### config.mk
export PLATFORM = sky130hd
export DESIGN_NAME = vram_arbiter
export DESIGN_NICKNAME = d
export VERILOG_FILES = /design/src/rtl/vram_arbiter.sv
export SDC_FILE = /design/constraint.sdc
export NUM_CORES = 1
export LEC_CHECK = 0
export BUFFER_PORTS_ARGS = -buffer_cell sky130_fd_sc_hd__buf_2
export CAP_MARGIN = 20
export CORE_MARGIN = 3
export CORE_UTILIZATION = 30
export CTS_CLUSTER_SIZE = 16
export DETAILED_ROUTE_END_ITERATION = 16
export SYNTH_ARGS = -nofsm -noshare
export SYNTH_HDL_FRONTEND = slang
export SYNTH_SLANG_ARGS = --single-unit
### constraint.sdc
create_clock -name CLOCK_50 -period 1.1 [get_ports CLOCK_50]
set_input_delay 0 -clock CLOCK_50 [delete_from_list [all_inputs] [get_ports CLOCK_50]]
set_output_delay 0 -clock CLOCK_50 [all_outputs]
set_load 0.01 [all_outputs]
### src/rtl/vram_arbiter.sv
// Single-port video-RAM arbiter: display scanout vs CPU write/read, blank-aware priority.
// Latency: grant/command in the cycle after the request edge; read data valid two cycles after grant.
// Backpressure: requesters hold until granted; optional starvation guard via VRAM_ARB_STARVE_GUARD_EN.
module vram_arbiter #(
  parameter int ADDR_W       = 19,
  parameter int DATA_W       = 8,
  parameter int MAX_DISP_RUN = 4
) (
  input  logic              CLOCK_50,
  input  logic              RST_N,
  input  logic              disp_req,
  input  logic [ADDR_W-1:0] disp_addr,
  input  logic              disp_blank,
  output logic              disp_gnt,
  output logic              disp_rd_valid,
  output logic [DATA_W-1:0] disp_data,
  input  logic              cpu_wr_req,
  input  logic [ADDR_W-1:0] cpu_addr,
  input  logic [DATA_W-1:0] cpu_wdata,
  input  logic              cpu_rd_req,
  output logic              cpu_wr_gnt,
  output logic              cpu_rd_gnt,
  output logic              cpu_rd_valid,
  output logic [DATA_W-1:0] cpu_rd_data,
  output logic [ADDR_W-1:0] mem_addr,
  output logic [DATA_W-1:0] mem_wdata,
  output logic              mem_we,
  output logic              mem_re,
  input  logic [DATA_W-1:0] mem_rdata
);

  typedef enum logic [1:0] {IDLE, DISP, CPU_WR, CPU_RD} state_t;

  state_t              r_state;
  state_t              w_state_nxt;
  logic [ADDR_W-1:0]   r_mem_addr;
  logic [DATA_W-1:0]   r_mem_wdata;
  logic                r_mem_we;
  logic                r_mem_re;
  logic                r_p1_vld;
  logic                r_p1_cpu;
  logic                r_disp_vld;
  logic                r_cpu_vld;
  logic [DATA_W-1:0]   r_disp_data;
  logic [DATA_W-1:0]   r_cpu_data;
  logic                w_cpu_pend;
  logic                w_force_cpu;

  assign w_cpu_pend = cpu_wr_req | cpu_rd_req;

`ifdef VRAM_ARB_STARVE_GUARD_EN
  localparam int CNT_W = $clog2(MAX_DISP_RUN + 1);
  logic [CNT_W-1:0] r_run_cnt;

  assign w_force_cpu = w_cpu_pend && (r_run_cnt == CNT_W'(MAX_DISP_RUN));

  // Count display grants issued while the CPU is kept waiting
  always_ff @(posedge CLOCK_50 or negedge RST_N) begin
    if (!RST_N) begin
      r_run_cnt <= '0;
    end else if (w_state_nxt == DISP && w_cpu_pend) begin
      r_run_cnt <= r_run_cnt + 1'b1;
    end else begin
      r_run_cnt <= '0;
    end
  end
`else
  // Without the guard the CPU is never forced in; the run length is irrelevant
  assign w_force_cpu = (MAX_DISP_RUN < 0);
`endif

  // Next owner: blank-dependent priority, overridden by the starvation guard
  always_comb begin
    w_state_nxt = IDLE;
    if (w_force_cpu) begin
      w_state_nxt = cpu_wr_req ? CPU_WR : CPU_RD;
    end else if (!disp_blank) begin
      if (disp_req)        w_state_nxt = DISP;
      else if (cpu_wr_req) w_state_nxt = CPU_WR;
      else if (cpu_rd_req) w_state_nxt = CPU_RD;
    end else begin
      if (cpu_wr_req)      w_state_nxt = CPU_WR;
      else if (cpu_rd_req) w_state_nxt = CPU_RD;
      else if (disp_req)   w_state_nxt = DISP;
    end
  end

  // State register and registered RAM command for the chosen owner
  always_ff @(posedge CLOCK_50 or negedge RST_N) begin
    if (!RST_N) begin
      r_state     <= IDLE;
      r_mem_addr  <= '0;
      r_mem_wdata <= '0;
      r_mem_we    <= 1'b0;
      r_mem_re    <= 1'b0;
    end else begin
      r_state <= w_state_nxt;
      case (w_state_nxt)
        DISP: begin
          r_mem_addr <= disp_addr;
          r_mem_re   <= 1'b1;
          r_mem_we   <= 1'b0;
        end
        CPU_RD: begin
          r_mem_addr <= cpu_addr;
          r_mem_re   <= 1'b1;
          r_mem_we   <= 1'b0;
        end
        CPU_WR: begin
          r_mem_addr  <= cpu_addr;
          r_mem_wdata <= cpu_wdata;
          r_mem_we    <= 1'b1;
          r_mem_re    <= 1'b0;
        end
        default: begin
          r_mem_we <= 1'b0;
          r_mem_re <= 1'b0;
        end
      endcase
    end
  end

  // Read return: tag travels with the read, data captured the cycle after the RAM answers
  always_ff @(posedge CLOCK_50 or negedge RST_N) begin
    if (!RST_N) begin
      r_p1_vld    <= 1'b0;
      r_p1_cpu    <= 1'b0;
      r_disp_vld  <= 1'b0;
      r_cpu_vld   <= 1'b0;
      r_disp_data <= '0;
      r_cpu_data  <= '0;
    end else begin
      r_p1_vld   <= r_mem_re;
      r_p1_cpu   <= (r_state == CPU_RD);
      r_disp_vld <= r_p1_vld & ~r_p1_cpu;
      r_cpu_vld  <= r_p1_vld & r_p1_cpu;
      if (r_p1_vld && !r_p1_cpu) r_disp_data <= mem_rdata;
      if (r_p1_vld && r_p1_cpu)  r_cpu_data  <= mem_rdata;
    end
  end

  assign disp_gnt      = (r_state == DISP);
  assign cpu_wr_gnt    = (r_state == CPU_WR);
  assign cpu_rd_gnt    = (r_state == CPU_RD);
  assign mem_addr      = r_mem_addr;
  assign mem_wdata     = r_mem_wdata;
  assign mem_we        = r_mem_we;
  assign mem_re        = r_mem_re;
  assign disp_rd_valid = r_disp_vld;
  assign disp_data     = r_disp_data;
  assign cpu_rd_valid  = r_cpu_vld;
  assign cpu_rd_data   = r_cpu_data;

endmodule

==> metrics.md <==
| Metric | Value |
|---|---|
| Overflow after GRT | `0` |
| # IOs | `110` |
| Die width | `88.86 um` |
| CP delay by family, top | `flip-flops` |
| Port buffer count | `109` |
| Worst skew pair latency | `0.29 ns` |
| Gr usage total | `15.36%` |
| Netlist cell types | `17` |
| Initial Utilization | `31.71%` |
| Cell Area, Synth | `2059 um^2` |
| P&R area growth vs syn | `69.32%` |
| Worst-path maximum fanout | `5` |
| TritonCTS clock tree | `done` |
| Root Buffer | `clkbuf_8` |
| Worst hold slack | `0.1182 ns` |
| Relative slew margins | `72.87%` |
| MaxCap Viol Count | `0` |
| CP Buf/Inv Count | `1` |
| Wire length on met1 | `2376 um` |
| Core area | `6495 um^2` |
| Overall die height | `88.86 um` |
| Highest routed layer | `met4` |
| CP peak stage delay | `0.41 ns` |
| Fin. max-slew vios | `0` |
| Peak VDD IR | `0.5444 mV` |
| Seq/Total Area, Yosys | `60.75%` |
| Fin crit period | `1.126 ns` |
| Peak Freq | `888.4 MHz` |
| Final worst setup slack | `-0.02557 ns` |
| Total CTS buffers | `5` |
| Crit path kind | `flip-flop to flip-flop` |
| Die ar. | `7895 um^2` |
| TritonRoute pass-1 iters | `4` |
| Post-synthesis register bit count | `50` |
| Antenna violations before repair | `0` |
| Setup crit start kind | `flip-flop` |
| Tcrit/Tclk final | `102.3%` |
| Syn Inst Count | `178` |
| Nets | `411` |
| Setup repair after global routing missed its margin | `yes` |
| Number of cell rows | `29` |
| Synthesis warning total | `0` |
| Setup violators final | `15` |
| First-pass GRT wire length | `9349 um` |
| Status | `complete, but fails checks` |
| Clk sinks | `50` |
| Post-CTS setup buffer count | `0` |
| Vias per cell | `4.746` |
| Worst Skew | `0.007481 ns` |
| HPWL Detailed | `3787 um` |
| CP max-delay cell | `dfrtp_1` |
| CTS Buffer Depth | `2` |
| Routed wl met3 | `439 um` |
| DRC viols | `0` |
| Syn Nets | `238` |
| Lkg Pwr | `1.708 nW` |
| Mean post-synth cell area | `11.57 um^2` |
| # diodes | `0` |
| CTS clock-pin slew for the worst setup and hold paths | `0.09 ns` |
| Detailed route wirelength on metal2 | `3082 um` |
| WP data required | `1.28 ns` |
| Antenna viol nets, final | `0` |
| Layout cells sized above 1 | `44.32%` |
| Power per cell area | `1362 nW/um^2` |
| Worst Tran Pin Value | `0.4069 ns` |
| Routability cong. | `0.7358` |
| DRT iter0 DRCs | `43` |
| Largest net degree at the start of global routing | `34` |
| Critical-path cell list | `nor2b_4 > buf_6 > mux2_4` |
| CP endpoint kind | `flip-flop` |
| Vias in the first global route | `2,072` |
| Vias post-DR | `2,036` |
| Worst Hold Class | `input pin to flip-flop` |
| Final WL | `6108 um` |
| Failing checks | `negative setup slack` |
| Count of final hold-check violations | `0` |
| Routed WL per cell | `14.24 um` |
| H-Tree Depth | `2` |
| Crit path DAT | `1.30 ns` |
| Total negative slack | `-0.1764 ns` |
## per-stage QoR
step	utilization (%)	setup WS (ns)	instances	instance area [um^2]	power [W]
2_1_floorplan	-	0.007837	178	2059	0.002769
3_3_place_gp	42.36	-0.003536	363	2751	0.003286
3_5_place_dp	42.36	-0.01263	363	2751	0.003302
4_1_cts	52.84	-0.03315	428	3432	0.004736
5_1_grt	53.69	-0.08243	429	3487	0.005021
6_report	53.69	-0.02557	429	3487	0.004750
## cells in the final DEF (no fill, tap or decap), drive strengths merged, types with 4 or more instances in the layout
master and count:
buf 122, dlygate4sd3 57, dfrtp 50, mux2 24
nor2 21, nand3 19, o21ai 19, a31oi 19
clkbuf 6, nor2b 4
## flip-flops by register name, summed over array words and instances, names as in the netlist
name / count
mem_addr: 19
cpu_rd_data: 8
disp_data: 8
mem_wdata: 8
r_state: 2
cpu_rd_valid: 1
disp_rd_valid: 1
mem_we: 1
r_p1_cpu: 1
r_p1_vld: 1
## Yosys cell counts
| library cell | instances | area share (%) |
|---|---|---|
| nor2_1 | 21 | 3.8 |
| or3_1 | 1 | 0.30 |
| nand2b_1 | 1 | 0.30 |
| o21ai_0 | 19 | 4.6 |
| and2_1 | 1 | 0.30 |
| or2_2 | 1 | 0.30 |
| o21a_1 | 1 | 0.36 |
| buf_2 | 5 | 1.2 |
| inv_1 | 2 | 0.36 |
| a31oi_1 | 19 | 5.8 |
| nor2b_1 | 4 | 1.2 |
| nand3_1 | 19 | 4.6 |
| clkbuf_1 | 5 | 0.91 |
| buf_6 | 3 | 1.6 |
| dfrtp_1 | 50 | 61 |
| nand2_1 | 2 | 0.36 |
| mux2_2 | 24 | 13 |
## kinds of logic (layout without fill, tap and decap cells)
group	after synthesis	in the layout	synth area share [%]
buffers and inverters	15	189	4.131
AOI/OAI and AO/OA	39	39	10.75
and+or+nand+nor	50	50	11.24
DFF	50	50	60.75
muxes	24	24	13.12
## power breakdown
part	internal [W]	total, W	switching, W
combinational	0.000694	0.00124	0.000542
sequential	0.00211	0.00224	0.000134
clock	0.000679	0.00127	0.000591
## routing by layer
| layer | GRT usage (%) | up-vias |
|---|---|---|
| li1 | - | 971 |
| met1 | 17.06 | 949 |
| met2 | 26.72 | 98 |
| met3 | 4.469 | 18 |
| met4 | 7.555 | 0 |
| met5 | 0 | - |
## cell type report
class / count / area (um^2)
Clock buffer: 6 / 72.57
Clock inverter: 2 / 37.54
Fill cell: 581 / 3008
Inverter: 2 / 7.507
Multi-Input combinational cell: 113 / 763.2
Sequential cell: 50 / 1251
Tap cell: 77 / 96.34
Timing Repair Buffer: 179 / 1259
## tightest hold or removal path: cells and delay by family
| family | cells | cell delay [ns] |
|---|---|---|
| buffers and inverters | 3 | 0.29 |
| AND/OR/NAND/NOR | 1 | 0.08 |
## path summary, 6_finish.rpt
kind                                       from                       end  slack [ns]  cells past startpoint
setup / recovery             r_p1_cpu$_DFF_PN0_  disp_data[6]$_DFFE_PN0P_       -0.03                      3
hold / removal                       cpu_wr_req          mem_we$_DFF_PN0_        0.12                      4
setup reg to reg             r_p1_cpu$_DFF_PN0_  disp_data[6]$_DFFE_PN0P_       -0.03                      3
hold reg to reg            r_state[0]$_DFF_PN0_        r_p1_vld$_DFF_PN0_        0.48                      0
max in group asynchronous                 RST_N  disp_data[1]$_DFFE_PN0P_        0.52                      3
min in group asynchronous                 RST_N  mem_wdata[7]$_DFFE_PN0P_        0.20                      3
## repair_timing
item                                    CTS  global route
endpoints found under the hold margin    94             0
resized for setup                         0            15
endpoints found under the setup margin    8            17
cloned                                    0             1
hold buffers                             57             0
(Power assumes the default switching activity.)
